[config.mk]
export PLATFORM = sky130hd
export DESIGN_NAME = button_debounce_pulser
export DESIGN_NICKNAME = d
export VERILOG_FILES = /design/src/rtl/button_debounce_pulser.sv
export SDC_FILE = /design/constraint.sdc
export NUM_CORES = 1
export LEC_CHECK = 0
export CAP_MARGIN = 20
export CORE_ASPECT_RATIO = 2
export CORE_UTILIZATION = 45
export CTS_CLUSTER_DIAMETER = 200
export DETAILED_ROUTE_END_ITERATION = 16
export DONT_BUFFER_PORTS = 1
export HOLD_SLACK_MARGIN = 0.06
export PLACE_DENSITY = 0.61
export SETUP_SLACK_MARGIN = 0.05
export SLEW_MARGIN = 20
export SYNTH_ARGS = -nofsm -noshare
export SYNTH_HDL_FRONTEND = slang
export SYNTH_SLANG_ARGS = --single-unit
[constraint.sdc]
create_clock -name clk -period 2.34 [get_ports clk]
set_input_delay 0.468 -clock clk [delete_from_list [all_inputs] [get_ports clk]]
set_output_delay 0.468 -clock clk [all_outputs]
set_load 0.02 [all_outputs]
[src/rtl/button_debounce_pulser.sv]
// button_debounce_pulser
//   Turns one raw active-low push-button into a clean debounced level and a
//   single-cycle pulse. The pulse drives the step enable of the downstream
//   register stage, so it produces one register step per physical press.
//   Contact bounce cannot cause extra steps.
//
// Ports
//   clk       system clock; the only clock in the block
//   reset     asynchronous, active-high; clears all state immediately
//   button_n  raw pad input, active-low (0 = pressed), asynchronous to clk
//   pulse     registered, high for exactly one clk cycle per accepted press
//   level     registered debounced button state, active-high (1 = pressed)
//
// Configuration
//   AUTO_REPEAT_EN  when defined, holding the button makes the block emit
//                   extra pulses. The first comes REPEAT_DELAY cycles after
//                   the press pulse. After that, one comes every
//                   REPEAT_PERIOD cycles for as long as the button is held.
//                   When undefined, no repeat logic is built.

module button_debounce_pulser #(
  parameter int DEBOUNCE_CYCLES = 120000,
  parameter int CNT_W           = 17,
  parameter int REPEAT_DELAY    = 6000000,
  parameter int REPEAT_PERIOD   = 1200000
) (
  input  logic clk,
  input  logic reset,
  input  logic button_n,
  output logic pulse,
  output logic level
);

  typedef enum logic [1:0] {
    IDLE         = 2'd0,
    PRESS_WAIT   = 2'd1,
    HELD         = 2'd2,
    RELEASE_WAIT = 2'd3
  } state_t;

  localparam logic [CNT_W-1:0] CNT_LAST = CNT_W'(DEBOUNCE_CYCLES - 1);
  localparam logic [CNT_W-1:0] CNT_ONE  = CNT_W'(1);

  localparam bit PARAMS_OK = (DEBOUNCE_CYCLES >= 1) && (REPEAT_DELAY >= 1) &&
                             (REPEAT_PERIOD >= 1) &&
                             (CNT_W >= $clog2(DEBOUNCE_CYCLES + 1));

  if (!PARAMS_OK) begin : g_bad_params
    $error("button_debounce_pulser: illegal parameter combination");
  end

  logic [1:0]       sync;
  logic             pressed_s;
  state_t           state, state_next;
  logic [CNT_W-1:0] cnt, cnt_next;
  logic             pulse_next, level_next;

  // Two-flop synchronizer. Both flops reset to "released" so that a button
  // held through reset is still seen as a fresh press afterwards.
  always_ff @(posedge clk or posedge reset) begin
    if (reset) begin
      sync <= 2'b11;
    end else begin
      sync <= {sync[0], button_n};
    end
  end

  assign pressed_s = ~sync[1];

`ifdef AUTO_REPEAT_EN
  localparam int REP_MAX = (REPEAT_DELAY > REPEAT_PERIOD) ? REPEAT_DELAY : REPEAT_PERIOD;
  localparam int REP_W   = $clog2(REP_MAX + 1);
  localparam logic [REP_W-1:0] REP_DELAY_LAST  = REP_W'(REPEAT_DELAY - 1);
  localparam logic [REP_W-1:0] REP_PERIOD_LAST = REP_W'(REPEAT_PERIOD - 1);
  localparam logic [REP_W-1:0] REP_ONE         = REP_W'(1);

  logic [REP_W-1:0] rep_cnt, rep_cnt_next;
  logic             rep_phase, rep_phase_next;

  // The repeat counter only runs while the FSM stays in HELD. Any exit from
  // HELD clears it, so returning from RELEASE_WAIT starts the long delay again.
  always_ff @(posedge clk or posedge reset) begin
    if (reset) begin
      rep_cnt   <= '0;
      rep_phase <= 1'b0;
    end else begin
      rep_cnt   <= rep_cnt_next;
      rep_phase <= rep_phase_next;
    end
  end
`endif

  // State register. pulse and level are registered copies of the next-state
  // decode, so there is no combinational path from the pad to the outputs.
  always_ff @(posedge clk or posedge reset) begin
    if (reset) begin
      state <= IDLE;
      cnt   <= '0;
      pulse <= 1'b0;
      level <= 1'b0;
    end else begin
      state <= state_next;
      cnt   <= cnt_next;
      pulse <= pulse_next;
      level <= level_next;
    end
  end

  // cnt holds how many consecutive samples agreed before the current one.
  // A change is accepted on the DEBOUNCE_CYCLES-th agreeing sample. The
  // ">=" lets DEBOUNCE_CYCLES == 1 accept on the very first wait cycle.
  always_comb begin
    state_next = state;
    cnt_next   = cnt;
    pulse_next = 1'b0;
    unique case (state)
      IDLE: begin
        if (pressed_s) begin
          state_next = PRESS_WAIT;
          cnt_next   = CNT_ONE;
        end
      end
      PRESS_WAIT: begin
        if (!pressed_s) begin
          state_next = IDLE;
          cnt_next   = '0;
        end else if (cnt >= CNT_LAST) begin
          state_next = HELD;
          cnt_next   = '0;
          pulse_next = 1'b1;
        end else begin
          cnt_next = cnt + CNT_ONE;
        end
      end
      HELD: begin
        if (!pressed_s) begin
          state_next = RELEASE_WAIT;
          cnt_next   = CNT_ONE;
        end
      end
      RELEASE_WAIT: begin
        if (pressed_s) begin
          state_next = HELD;
          cnt_next   = '0;
        end else if (cnt >= CNT_LAST) begin
          state_next = IDLE;
          cnt_next   = '0;
        end else begin
          cnt_next = cnt + CNT_ONE;
        end
      end
    endcase

    level_next = (state_next == HELD) || (state_next == RELEASE_WAIT);

`ifdef AUTO_REPEAT_EN
    rep_cnt_next   = '0;
    rep_phase_next = 1'b0;
    if ((state == HELD) && (state_next == HELD)) begin
      if (!rep_phase) begin
        if (rep_cnt == REP_DELAY_LAST) begin
          pulse_next     = 1'b1;
          rep_phase_next = 1'b1;
        end else begin
          rep_cnt_next = rep_cnt + REP_ONE;
        end
      end else begin
        rep_phase_next = 1'b1;
        if (rep_cnt == REP_PERIOD_LAST) begin
          pulse_next = 1'b1;
        end else begin
          rep_cnt_next = rep_cnt + REP_ONE;
        end
      end
    end
`endif
  end

endmodule
# After elaboration in Yosys (flattened, before gate mapping)
# Cells that the tools add are included.
# Widths: inputs -> output; s select.
# totals
reg_bits	23
latchBits	0
ram_bits	0
mem_bits_ro	0
inputBits	3
out_inout_bits	2
elab_cells	33
memories	0
# op_classes
add_sub_neg	1
multipliers	0
n_div	0
order_cmp	1
n_eq_ne	7
shift	0
muxes	16
n_bitwise	0
reduce_logical	3
# ops
operator	n
$mux 17	5
$pmux 17 s4	1
$add 17x1->17 const B	1
$ge 17x17->1 const B	1
$mux 2	6
$eq 2x2->1 const B	4
$pmux 2 s4	1
$ne 2x2->1 const B	2
$mux 1	3
$eq 2x1->1 const B	1
$logic_not 2->1	1
$reduce_and 2->1	1
$logic_or 1x1->1	1

# Logic depth before layout (Yosys ltp)
# depth
ltp_word	6
ltp_mapped	8
mapped_depth_nobuf	6

# Worst setup path after synthesis
# No wires, ideal clock.
# synth_timing
path_type	register to register
start	register cnt[0]
end	register cnt[7]
setup_time_ns	0.137
t_arrival_ns	1.608
required_time_ns	2.203
setup_slack_ns	0.596
path_stages_with_launch	9
n_path_buf	2
cell_sequence	dfrtp_1 ha_1 nor2_1 a221o_1 a22o_1 buf_6 buf_6 a31oi_1 a31oi_1
# synth_between
elab_chain_cells	4
# synth_lines
item	line	source
start, declared	55	logic [CNT_W-1:0] cnt, cnt_next;
start signal, assigned	103	cnt <= cnt_next;
$add 17x1->17 or $ge 17x17->1 (tied branches)	n/a	
$mux 17 *	127, 145	
$mux 17, on equally long branches	142, 124	
$pmux 17 s4 *	116	unique case (state)
# Mark *: on every way between the ends. The rest lies on a longest branch, timed or not.
# A chain may end at the register's enable or synchronous reset.

# Worst setup path after layout
# layout_timing
start	register cnt[0]
end	register cnt[15]
# The elaborated chain is that of the path after synthesis.

==> impl_metrics.yaml <==
run_status:
  status: "completed"
sta:
  setup_ws_ps: 482
  finalClockSkew_ps: 5.03
  rsz0062_at_grt: "no"
  slew_headroom_pct: 43.2
  worstMarginPinSlew_ps: 851
  finalCritPeriodShare_pct: 79.4
  setup-violations-final: 0
  min_period_ps: 1860
  tns_ps: 0
  final_hold_viol_count: 0
  report.final.slew_viol_count: 0
  fmax_mhz: 538
setup_path:
  crit_path_end_kind: "register"
  crit_fanout: 8
  regToRegSetupSlack_ps: 480
  r2r_cells: 7
  critPathLaunchType: "register"
  crit_required_ps: 2500
  crit_type: "reg2reg"
  worstPathArrival_ps: 2010
yosys:
  syn_area_um2: 1180
  synth-edff-count: 0
  yosys_warnings: 0
  syn_inst: 122
  synth.area.top_cells: "dfrtp_1 42%, a31oi_1 6.9%, a22o_1 5.2%, nand2_1 4.8%, dfstp_2 4.5%"
  ys_seq_area_share_pct: 46.9
  avgSynthCellArea_um2: 9.67
  yosysTopAreaCell: "dfrtp_1"
  synth.cells.most_frequent: "20 x dfrtp_1, 15 x nand2_1, 13 x a31oi_1"
  ys_async_sr_fraction_pct: 100
  synth.most_common_cell: "dfrtp_1"
  synth-seq-cells: 22
  yosys.cell_types.count: 32
  syn-num-nets: 126
  synth_ff_type: "dfrtp_1"
  synth_top_area_share_pct: 42.4
clocking:
  cts_sinks: 22
  htreeDepth: 1
  clock_latency_ps: 270
  post_cts_buffers: 0
  hold_buffers: 0
  cts_root_buf: "clkbuf_8"
  cts_tree: "yes"
  cts_resized: 0
  cts_buffer_depth: 2
  clkTransAtPathRegs_ps: 80
  cts_buffers: 3
grt:
  grtUsageTotal_pct: 19.8
  grt_pass1_wl_um: 3920
  grt-ovfl-total: 0
  first_global_vias: 900
  grt_max_degree: 23
  antenna_found_initial: 0
layout:
  syn_to_final_growth_pct: 7.32
  drive_gt1_share_pct: 10.6
  nNetsFinal: 128
  nFillCells: 211
  seqCellArea_um2: 553
  finalCoreUtilization_pct: 52.6
  multi_input_area_um2: 559
  fin_cells: 150
  stdcell_area_um2: 1270
  n_antenna_cell: 0
detailed_routing:
  vias: 913
  drc: 0
  drt_first_pass_iters: 4
  wire_per_inst_um: 15.6
  first_iter_violations: 27
  via_per_inst: 6.09
  postRouteAntennaNets: 0
  totalWireLength_um: 2350
floorplan:
  die_x_um: 38.2
  row_count: 25
  start_util_pct: 49.0
  io_pins: 5
  chipHeight_um: 74.4
  die-area_um2: 2840
  core-area_um2: 2410
placement:
  placed_cells: 146
  gp_congestion: 0.735
  dp_hpwl_um: 1710
  place_area_um2: 1190
  dp_slack_ps: 489
  port_buffers: 0
job:
  maxCapViolCount: 0
min_path:
  min_path_type: "in2reg"
  hold_depth: 0
pwr:
  p_leak_nw: 0.573
  power_density_nw_per_um2: 707
  ir_drop_mv: 0.436
## final timing paths
check / start / to
worst max-delay path: cnt[0] / cnt[15]
max in group asynchronous: reset / cnt[14]
worst min-delay path: button_n / sync[0]
min in group asynchronous: reset / pulse
worst max register to register: cnt[0] / cnt[15]
worst min register to register: sync[0] / sync[1]
## report_power, final
group	internal, mW	leakage (nW)	switching [mW]
combinational	0.0384	0.246	0.0515
clock	0.229	0.0357	0.128
sequential	0.409	0.292	0.0398
## cells by family after synthesis
group                      synth area share (%)
and+or+nand+nor                            20.0
AOI/OAI and AO/OA                          21.7
DFF                                        46.9
buffers and inverters                      5.73
xor gates and xnor gates                   3.71
muxes                                     0.848
adders and majority gates                  1.06
## stage by stage
step | power [mW] | hold WS [ps]
6_report | 0.895 | 188
5_1_grt | 0.939 | 172
4_1_cts | 0.905 | 184
3_5_place_dp | 0.548 | 350
3_3_place_gp | 0.544 | 350
2_1_floorplan | 0.525 | 345
## routing by layer
metal / track usage (%) / vias up / share of wire, %
li1: - / 450 / -
met1: 21.4 / 454 / 42
met2: 35.0 / 5 / 54
met3: 1.79 / 4 / 1.4
met4: 11.9 / 0 / 2.2
met5: 0 / - / 0
## flip-flops by register name (all words and copies together) (netlist names)
| signal | flops |
|---|---|
| sync | 2 |
| cnt | 17 |
| state | 2 |
| pulse | 1 |
## cell type report
type | count | share of cell area (%)
Multi-Input combinational cell | 88 | 44.2
Clock buffer | 3 | 3.26
Timing Repair Buffer | 4 | 2.37
Tap cell | 27 | 2.67
Sequential cell | 22 | 43.7
Inverter | 5 | 1.48
Clock inverter | 1 | 2.37
## critical path, cell delays in order, from the launching register on
cell     delay (ps)
dfrtp_1         400
ha_1            250
nor2_1           60
a221o_1         360
a22o_1          200
buf_4           160
a21o_1          150
a22o_1          170
## layout by cell type, fill, tap and decap left out, types with 2 or more instances in the layout
master / Yosys / final
dfrtp_1: 20 / 20
nand2_1: 15 / 15
a31oi_1: 13 / 13
nor2_1: 7 / 7
a22o_1: 7 / 7
nand3_1: 7 / 7
inv_1: 5 / 5
a21oi_1: 4 / 4
buf_4: 0 / 4
xnor2_1: 3 / 3
and2_1: 3 / 3
and3_1: 3 / 3
o21ai_0: 3 / 3
a41oi_1: 3 / 3
clkbuf_8: 0 / 3
o21a_1: 2 / 2
xor2_1: 2 / 2
nor3_1: 2 / 2
and4_1: 2 / 2
nand2b_1: 2 / 2
dfstp_2: 2 / 2
Note: power is estimated with default switching activity, not from simulation.
